--- src/rtl/ultrasonic_echo_emulator.sv ---
// HC-SR04-style sensor emulator: checks the controller's trigger pulse, waits the burst
// delay, then returns an echo pulse whose width is the programmed round-trip time in us.
module ultrasonic_echo_emulator #(
  parameter int TICK_DIV    = 50,
  parameter int TRIG_MIN_US = 10,
  parameter int BURST_US    = 200,
  parameter int TIMEOUT_US  = 38000,
  parameter int HOLDOFF_US  = 60000,
  parameter int ECHO_W      = 16
) (
  input  logic              clk,
  input  logic              reset_n,
  input  logic              trig,
  input  logic              enable,
  input  logic [ECHO_W-1:0] echo_us,
  output logic              echo,
  output logic              busy,
  output logic              done,
  output logic              trig_err
);

  localparam int US_MAX0  = (BURST_US > TIMEOUT_US) ? BURST_US : TIMEOUT_US;
  localparam int US_MAX   = (US_MAX0 > HOLDOFF_US) ? US_MAX0 : HOLDOFF_US;
  localparam int US_W     = $clog2(US_MAX + 1);
  localparam int PRE_W    = (TICK_DIV > 1) ? $clog2(TICK_DIV) : 1;
  localparam int TRIG_CYC = TRIG_MIN_US * TICK_DIV;
  localparam int TC_W     = $clog2(TRIG_CYC + 1);

  typedef enum logic [2:0] {
    S_IDLE,
    S_TRIG_HI,
    S_BURST,
    S_ECHO,
    S_HOLDOFF
  } state_t;

  state_t           state;
  state_t           state_nxt;
  logic             trig_m;
  logic             trig_s;
  logic             trig_q;
  logic [PRE_W-1:0] pre;
  logic [US_W-1:0]  us_cnt;
  logic [US_W-1:0]  us_lim;
  logic [US_W-1:0]  w_lat;
  logic [TC_W-1:0]  tcnt;
  logic             timed;
  logic             tick;
  logic             us_done;
  logic             trig_long;
  logic             echo_nxt;
  logic             busy_nxt;
  logic             done_nxt;
  logic             trig_err_nxt;

  // Out-of-range or zero requests mean "no object": echo lasts the full timeout.
  function automatic logic [US_W-1:0] clamp_width(input logic [ECHO_W-1:0] req);
    logic [31:0] req_ext;
    req_ext = 32'(req);
    if (req_ext == 32'd0 || req_ext > 32'(TIMEOUT_US)) return US_W'(TIMEOUT_US);
    return US_W'(req_ext);
  endfunction

  always_ff @(posedge clk or negedge reset_n) begin
    if (!reset_n) begin
      trig_m <= 1'b0;
      trig_s <= 1'b0;
      trig_q <= 1'b0;
    end else begin
      trig_m <= trig;
      trig_s <= trig_m;
      trig_q <= trig_s;
    end
  end

  assign timed     = state inside {S_BURST, S_ECHO, S_HOLDOFF};
  assign tick      = (pre == PRE_W'(TICK_DIV - 1));
  assign trig_long = (tcnt >= TC_W'(TRIG_CYC));

  always_comb begin
    us_lim = '0;
    case (state)
      S_BURST:   us_lim = US_W'(BURST_US);
      S_ECHO:    us_lim = w_lat;
      S_HOLDOFF: us_lim = US_W'(HOLDOFF_US);
      default:   us_lim = '0;
    endcase
  end

  assign us_done = timed && tick && (us_cnt == us_lim - US_W'(1));

  always_comb begin
    state_nxt = state;
    if (!enable) begin
      state_nxt = S_IDLE;
    end else begin
      case (state)
        S_IDLE:    if (trig_s && !trig_q) state_nxt = S_TRIG_HI;
        S_TRIG_HI: if (!trig_s) state_nxt = trig_long ? S_BURST : S_IDLE;
        S_BURST:   if (us_done) state_nxt = S_ECHO;
        S_ECHO:    if (us_done) state_nxt = S_HOLDOFF;
        S_HOLDOFF: if (us_done) state_nxt = S_IDLE;
        default:   state_nxt = S_IDLE;
      endcase
    end
  end

  always_comb begin
    echo_nxt     = (state_nxt == S_ECHO);
    busy_nxt     = (state_nxt != S_IDLE);
    done_nxt     = enable && (state == S_ECHO) && us_done;
    trig_err_nxt = enable && (state == S_TRIG_HI) && !trig_s && !trig_long;
  end

  // Trigger width includes the edge-detect cycle, hence the preload of 1 while idle.
  always_ff @(posedge clk or negedge reset_n) begin
    if (!reset_n) begin
      state    <= S_IDLE;
      echo     <= 1'b0;
      busy     <= 1'b0;
      done     <= 1'b0;
      trig_err <= 1'b0;
      pre      <= '0;
      us_cnt   <= '0;
      tcnt     <= '0;
    end else begin
      state    <= state_nxt;
      echo     <= echo_nxt;
      busy     <= busy_nxt;
      done     <= done_nxt;
      trig_err <= trig_err_nxt;
      if (state_nxt != state || !timed) begin
        pre    <= '0;
        us_cnt <= '0;
      end else if (tick) begin
        pre    <= '0;
        us_cnt <= us_cnt + US_W'(1);
      end else begin
        pre    <= pre + PRE_W'(1);
      end
      if (state == S_IDLE)
        tcnt <= TC_W'(1);
      else if (state == S_TRIG_HI && trig_s && !trig_long)
        tcnt <= tcnt + TC_W'(1);
    end
  end

  always_ff @(posedge clk) begin
    if (state == S_TRIG_HI && !trig_s) w_lat <= clamp_width(echo_us);
  end

endmodule

--- config.mk ---
export PLATFORM = sky130hd
export DESIGN_NAME = ultrasonic_echo_emulator
export DESIGN_NICKNAME = d
export VERILOG_FILES = /design/src/rtl/ultrasonic_echo_emulator.sv
export SDC_FILE = /design/constraint.sdc
export NUM_CORES = 1
export LEC_CHECK = 0
export ABC_AREA = 1
export CAP_MARGIN = 20
export CELL_PAD_IN_SITES_DETAIL_PLACEMENT = 1
export CELL_PAD_IN_SITES_GLOBAL_PLACEMENT = 1
export CORE_MARGIN = 5
export CORE_UTILIZATION = 45
export CTS_CLUSTER_SIZE = 16
export DETAILED_ROUTE_END_ITERATION = 8
export PLACE_DENSITY = 0.9
export RECOVER_POWER = 25
export REMOVE_ABC_BUFFERS = 1
export SLEW_MARGIN = 20
export SYNTH_ARGS = -nofsm -noshare
export SYNTH_HDL_FRONTEND = slang
export SYNTH_SLANG_ARGS = --single-unit
--- constraint.sdc ---
create_clock -name clk -period 5 [get_ports clk]
set_input_delay 0.75 -clock clk [delete_from_list [all_inputs] [get_ports clk]]
set_output_delay 0.75 -clock clk [all_outputs]
set_load 0.02 [all_outputs]
### Word level (Yosys, flattened, before mapping)

Cells that the tools add are included.

| word-level totals | value |
|---|---|
| bits in registers | 57 |
| latch bits | 0 |
| bits in writable memories | 0 |
| memory bits (read-only) | 0 |
| input port bits | 20 |
| output and inout bits | 4 |
| logic and storage cells | 68 |
| memories kept | 0 |

| operators by class | value |
|---|---|
| add/sub/neg operators | 4 |
| $mul | 0 |
| div/mod/pow operators | 0 |
| $lt $le $gt $ge | 2 |
| equality and inequality tests | 8 |
| shifts and indexed selects | 0 |
| multiplexer cells | 19 |
| bitwise logic cells | 0 |
| reductions and logical operators | 23 |

Operators with widths:

| kind | number |
|---|---|
| $mux 16 | 4 |
| $pmux 16 s3 | 1 |
| $mux 3 | 6 |
| $mux 9 | 2 |
| $add 16x1->16 const B | 1 |
| $eq 16x16->1 | 1 |
| $gt 16x16->1 const B | 1 |
| $logic_not 16->1 | 1 |
| $sub 16x1->16 const B | 1 |
| $pmux 3 s5 | 1 |
| $mux 6 | 2 |
| $logic_and 1x1->1 | 11 |
| $add 9x1->9 const B | 1 |
| $eq 3x2->1 const B | 3 |
| $ge 9x9->1 const B | 1 |
| $add 6x1->6 const B | 1 |
| $eq 6x6->1 const B | 1 |
| $reduce_bool 3->1 | 2 |
| $logic_not 1->1 | 4 |
| $reduce_bool 2->1 | 2 |
| $eq 3x1->1 const B | 1 |
| $eq 3x3->1 const B | 1 |
| $logic_not 3->1 | 1 |
| $ne 3x3->1 | 1 |
| 3 further kinds | 5 |

### Longest topological paths before layout

| logic depth | value |
|---|---|
| depth after elaboration | 11 |
| mapped depth | 25 |
| mapped depth without buffers | 22 |

### Worst setup path before layout

OpenSTA, ideal clock, no wires.

| timing | value |
|---|---|
| path type | register to register |
| start point | reg state[0] |
| end point | reg us_cnt[1] |
| library setup time | 122 ps |
| arrival time | 2664 ps |
| data required time | 4878 ps |
| slack | 2214 ps |
| stages on the path, launching flop included | 23 |
| buffers on the path | 3 |
| clock period less this slack | 2786 ps |
| cells stage by stage | dfrtp_1 -> buf_4 -> nand2_2 -> nor2_4 -> buf_4 -> nand2_1 -> ha_1 -> nand2_1 -> nor2_2 -> nand2_1 -> nor2_2 -> nand3_1 -> nand2_1 -> nand2_1 -> nor2_2 -> nand3_2 -> nand2_1 -> nand3_1 -> a21oi_1 -> nor2_4 -> nand2_4 -> buf_6 -> nor2_2 |

| on the way | value |
|---|---|
| cells in the longest elaborated chain, start to end | 11 |
| elaborated cells between the ends (all ways) | 23 |
| those cells by class | add/sub: 1; eq/ne: 6; mux: 9; reduce/logical: 7 |

RTL lines:

| item | line | source |
|---|---|---|
| start, declared | 37 | `state_t state;` |
| start signal, assigned | 127 | `state <= state_nxt;` |
| $eq 3x3->1 or $eq 3x2->1 (tied branches) | 76, 82, 97 |  |
| $pmux 16 s3 | 82 | `case (state)` |
| $sub 16x1->16 | 90 | `assign us_done = timed && tick && (us_cnt == us_lim - US_W'(1));` |
| $eq 16x16->1 | 90 |  |
| $logic_and 1x1->1 | 90 |  |
| $mux 3, on equally long branches | 102, 100, 101 |  |
| $pmux 3 s5 | 97 | `case (state)` |
| $mux 3 | 94 | `if (!enable) begin` |
| $ne 3x3->1 | 132 | `if (state_nxt != state \|\| !timed) begin` |
| $logic_or 1x1->1 (*) | 132 |  |
| $mux 16 or $reduce_bool 2->1 (tied branches) | - |  |
| end signal, assigned | 137 | `us_cnt <= us_cnt + US_W'(1);` |
| end, declared | 43 | `logic [US_W-1:0] us_cnt;` |

Mark *: on every way between the ends. The rest lies on a longest branch, timed or not.
A chain may end at the register's enable or synchronous reset.

### Worst setup path in the final report

| timing | value |
|---|---|
| start point | reg state[1] |
| end point | reg pre[4] |

| on the way | value |
|---|---|
| cells in the longest elaborated chain, start to end | 11 |
| elaborated cells between the ends (all ways) | 22 |
| those cells by class | add/sub: 1; eq/ne: 6; mux: 9; reduce/logical: 6 |

RTL lines:

| item | line | source |
|---|---|---|
| $eq 3x3->1 or $eq 3x2->1 (tied branches) | 76, 82, 97 |  |
| $pmux 16 s3 | 82 |  |
| $sub 16x1->16 | 90 |  |
| $eq 16x16->1 | 90 |  |
| $logic_and 1x1->1 | 90 |  |
| $mux 3, on equally long branches | 102, 100, 101 |  |
| $pmux 3 s5 | 97 |  |
| $mux 3 | 94 |  |
| $ne 3x3->1 | 132 |  |
| $logic_or 1x1->1 (*) | 132 |  |
| $mux 6 (*) | 132 |  |
| end signal, assigned | 139 | `pre <= pre + PRE_W'(1);` |
| end, declared | 42 | `logic [PRE_W-1:0] pre;` |

Marks and branches as above.

==> metrics.md <==
| Metric | Value |
|---|---|
| Synth cell count leaders | `nand2_1 (126), inv_1 (71), nor2_1 (48), dfrtp_1 (41), nand3_1 (39)` |
| Fill count | `1,009` |
| Failing checks | `capacitance limit, slew limit` |
| Routed Antenna Nets | `0` |
| Initial Util | `46.7%` |
| Cts bufs inserted | `9` |
| Area leader, netlist | `dfrtp_1` |
| Status | `finished with violations` |
| Required @ worst endpoint | `5230 ps` |
| Arr. time, crit path | `3870 ps` |
| Unique masters post-synth | `39` |
| Area after DPL | `3960 µm²` |
| Reg2reg end | `pre[4]` |
| Highest clock rate | `274 MHz` |
| Fin crit period | `3640 ps` |
| Critical path origin | `state[1]` |
| Synth Cell Area | `3640 µm²` |
| Share of cells above drive strength 1 | `10.9%` |
| Drt pass-1 iters | `4` |
| Hold Path Class | `reg2reg` |
| Clock buffer depth | `2` |
| CTS root buffer | `clkbuf_8` |
| Placed Cells | `607` |
| RSZ-0062 raised after global routing | `false` |
| Setup CP Type | `reg2reg` |
| All-layer global routing usage | `22.6%` |
| Max Cap Viol | `1` |
| Setup WS pre-CTS | `1490 ps` |
| Die W | `100 µm` |
| Core Util, Final | `53.2%` |
| CTS Hold Buffers Added | `0` |
| Worst reg2reg path depth | `21` |
| Setup violations, final | `0` |
| Peak supply drop | `163 µV` |
| Leakage | `2.02 nW` |
| Register area | `1510 µm²` |
| Yosys synthesis warning count | `0` |
| Iter 0 DRT Violations | `158` |
| Layout net count | `542` |
| Syn avg cell area | `7.48 µm²` |
| Final WS setup | `1360 ps` |
| Area occupied by multi-input gates | `1800 µm²` |
| # H-tree levels | `3` |
| Slew @ Worst Pin | `2220 ps` |
| Worst hold margin | `351 ps` |
| Synth top area cells | `dfrtp_1 (28%), edfxtp_1 (13%), nand2_1 (13%)` |
| Max_slew headroom | `-47.7%` |
| WL per Instance | `16.8 µm` |
| FF+latch count, synth | `57` |
| # DRC | `0` |
| Vias in the first global route | `3,632` |
| Initial antenna violation count | `0` |
| CP endpoint | `pre[4]` |
| DR vias/cell | `5.34` |
| Clk slew on worst S/H paths | `70 ps` |
| Total Power | `979 µW` |
| Post-CTS setup buffers | `0` |
| Pins Over Slew Limit | `42` |
| Post-synth EDFFs | `16` |
| Post-synth top area share | `28.2%` |
| Endpoints failing hold | `0` |
| Syn Inst Count | `487` |
| First-pass GRT wire length | `17,600 µm` |
| Vias | `3,325` |
| CORE AREA | `7810 µm²` |
| Post-synth top flop | `dfrtp_1` |
| Ports | `24` |
| Clock latency at the later pin of the worst-skew pair | `340 ps` |
| Post-DP HPWL | `8140 µm` |
| Power per standard cell area | `236 nW/µm²` |
| DIE HEIGHT | `100 µm` |
| Sequential area share after synthesis | `41.3%` |
| PortBufs | `23` |
| Setup crit start kind | `flop` |
| R2R setup slack | `1360 ps` |
| CTS tree | `done` |
| GP Congestion | `0.887` |
| CTS resizes | `0` |
| Largest net degree at the start of global routing | `42` |
| Row count | `32` |
| Final period utilization | `72.9%` |
| Reg-to-reg startpoint | `state[1]` |
| Total gr overflow | `0` |
| ANT cells | `0` |
| Skew final | `12.5 ps` |
| Worst setup EP type | `flop` |
| WL final | `10,500 µm` |
| Clock sink count | `57` |
| Design area | `4150 µm²` |
| Post-Route Setup TNS | `0 ps` |
| CP Max Fanout | `19` |
| Most numerous cell in the Yosys netlist | `nand2_1` |
| Non-Filler Instances | `623` |
| Area of the die | `10000 µm²` |
| Area Growth Syn to Fin | `13.9%` |
| Asr flop ratio synth | `71.9%` |
-- power breakdown --
part	internal, mW	switching, mW	leakage (nW)
Combinational	0.0208	0.0317	1.21
Sequential	0.486	0.00424	0.706
Clock	0.243	0.193	0.104
Total	0.750	0.229	2.02
-- per-layer routing --
layer | vias up | track usage [%] | wire length [µm]
li1 | 1624 | - | -
met1 | 1600 | 25.0 | 4210
met2 | 77 | 42.6 | 5550
met3 | 24 | 4.45 | 438
met4 | 0 | 7.88 | 278
met5 | - | 0 | 0
-- state kept, by name, indices dropped and copies added (netlist names) --
| name | count |
|---|---|
| trig_err | 1 |
| trig_q | 1 |
| trig_s | 1 |
| w_lat | 16 |
| busy | 1 |
| state | 3 |
| echo | 1 |
| trig_m | 1 |
| us_cnt | 16 |
| tcnt | 9 |
| pre | 6 |
| done | 1 |
-- layout by cell type, fill, tap and decap left out, types with 2 or more instances in the layout --
cell type,netlist,final
clkdlybuf4s50_1,0,21
nand3_1,39,39
or2_2,4,4
clkbuf_1,2,2
nor4_1,4,4
nand4_1,16,16
nand3b_1,3,3
nor2_4,3,3
dfrtp_1,41,41
clkinv_2,0,2
nor3_1,20,20
clkbuf_8,0,10
o21ai_0,10,10
xor2_1,13,13
buf_4,2,2
edfxtp_1,16,16
nor2_2,15,15
inv_2,3,3
nor2_1,48,48
o21bai_1,2,2
inv_1,71,71
nand3_2,4,4
ha_1,6,6
nand2_2,6,6
nand2_1,126,126
xnor2_1,6,6
a21oi_1,10,10
-- cell families (layout without fill, tap and decap cells) --
group | Yosys count | count (layout) | share of synthesized area, %
fa+ha+maj | 6 | 6 | 2.06
xor+xnor | 19 | 19 | 4.57
flops | 57 | 57 | 41.3
simple gates | 295 | 295 | 38.1
buf+inv | 81 | 115 | 9.17
compound gates | 29 | 29 | 4.74
-- how the worst min path moves through the flow --
stage | endpoint | slack (ps) | from | cells after the start
6_report | trig_s | 350 | trig_m | 0
5_1_grt | trig_s | 370 | trig_m | 0
4_1_cts | trig_s | 350 | trig_m | 0
3_5_place_dp | trig_s | 340 | trig_m | 0
3_3_place_gp | trig_s | 350 | trig_m | 0
2_1_floorplan | trig_s | 330 | trig_m | 0
-- final cells by class --
| type | instances | area share, % |
|---|---|---|
| tap | 102 | 3.07 |
| multi-input combinational | 349 | 43.5 |
| sequential | 57 | 36.3 |
| timing repair buffer | 25 | 5.76 |
| clock buffer | 11 | 3.41 |
| inverter | 74 | 6.69 |
| clock inverter | 5 | 1.33 |
-- critical path: stages, from the launching register on --
cell	delay, ps
dfrtp_1	600
nand2_2	120
nor2_4	300
nand2_1	160
ha_1	300
nand2_1	140
nor2_2	60
nand2_1	110
nand2_1	70
nand2_1	80
nor2_1	50
nor2_1	100
nand2_1	70
nor2_2	140
nand3_2	110
nand2_1	100
nand3_1	120
nand2_1	150
nand2_1	80
nand2_2	150
nand2_4	200
nor3_1	300
(Power assumes the default switching activity.)
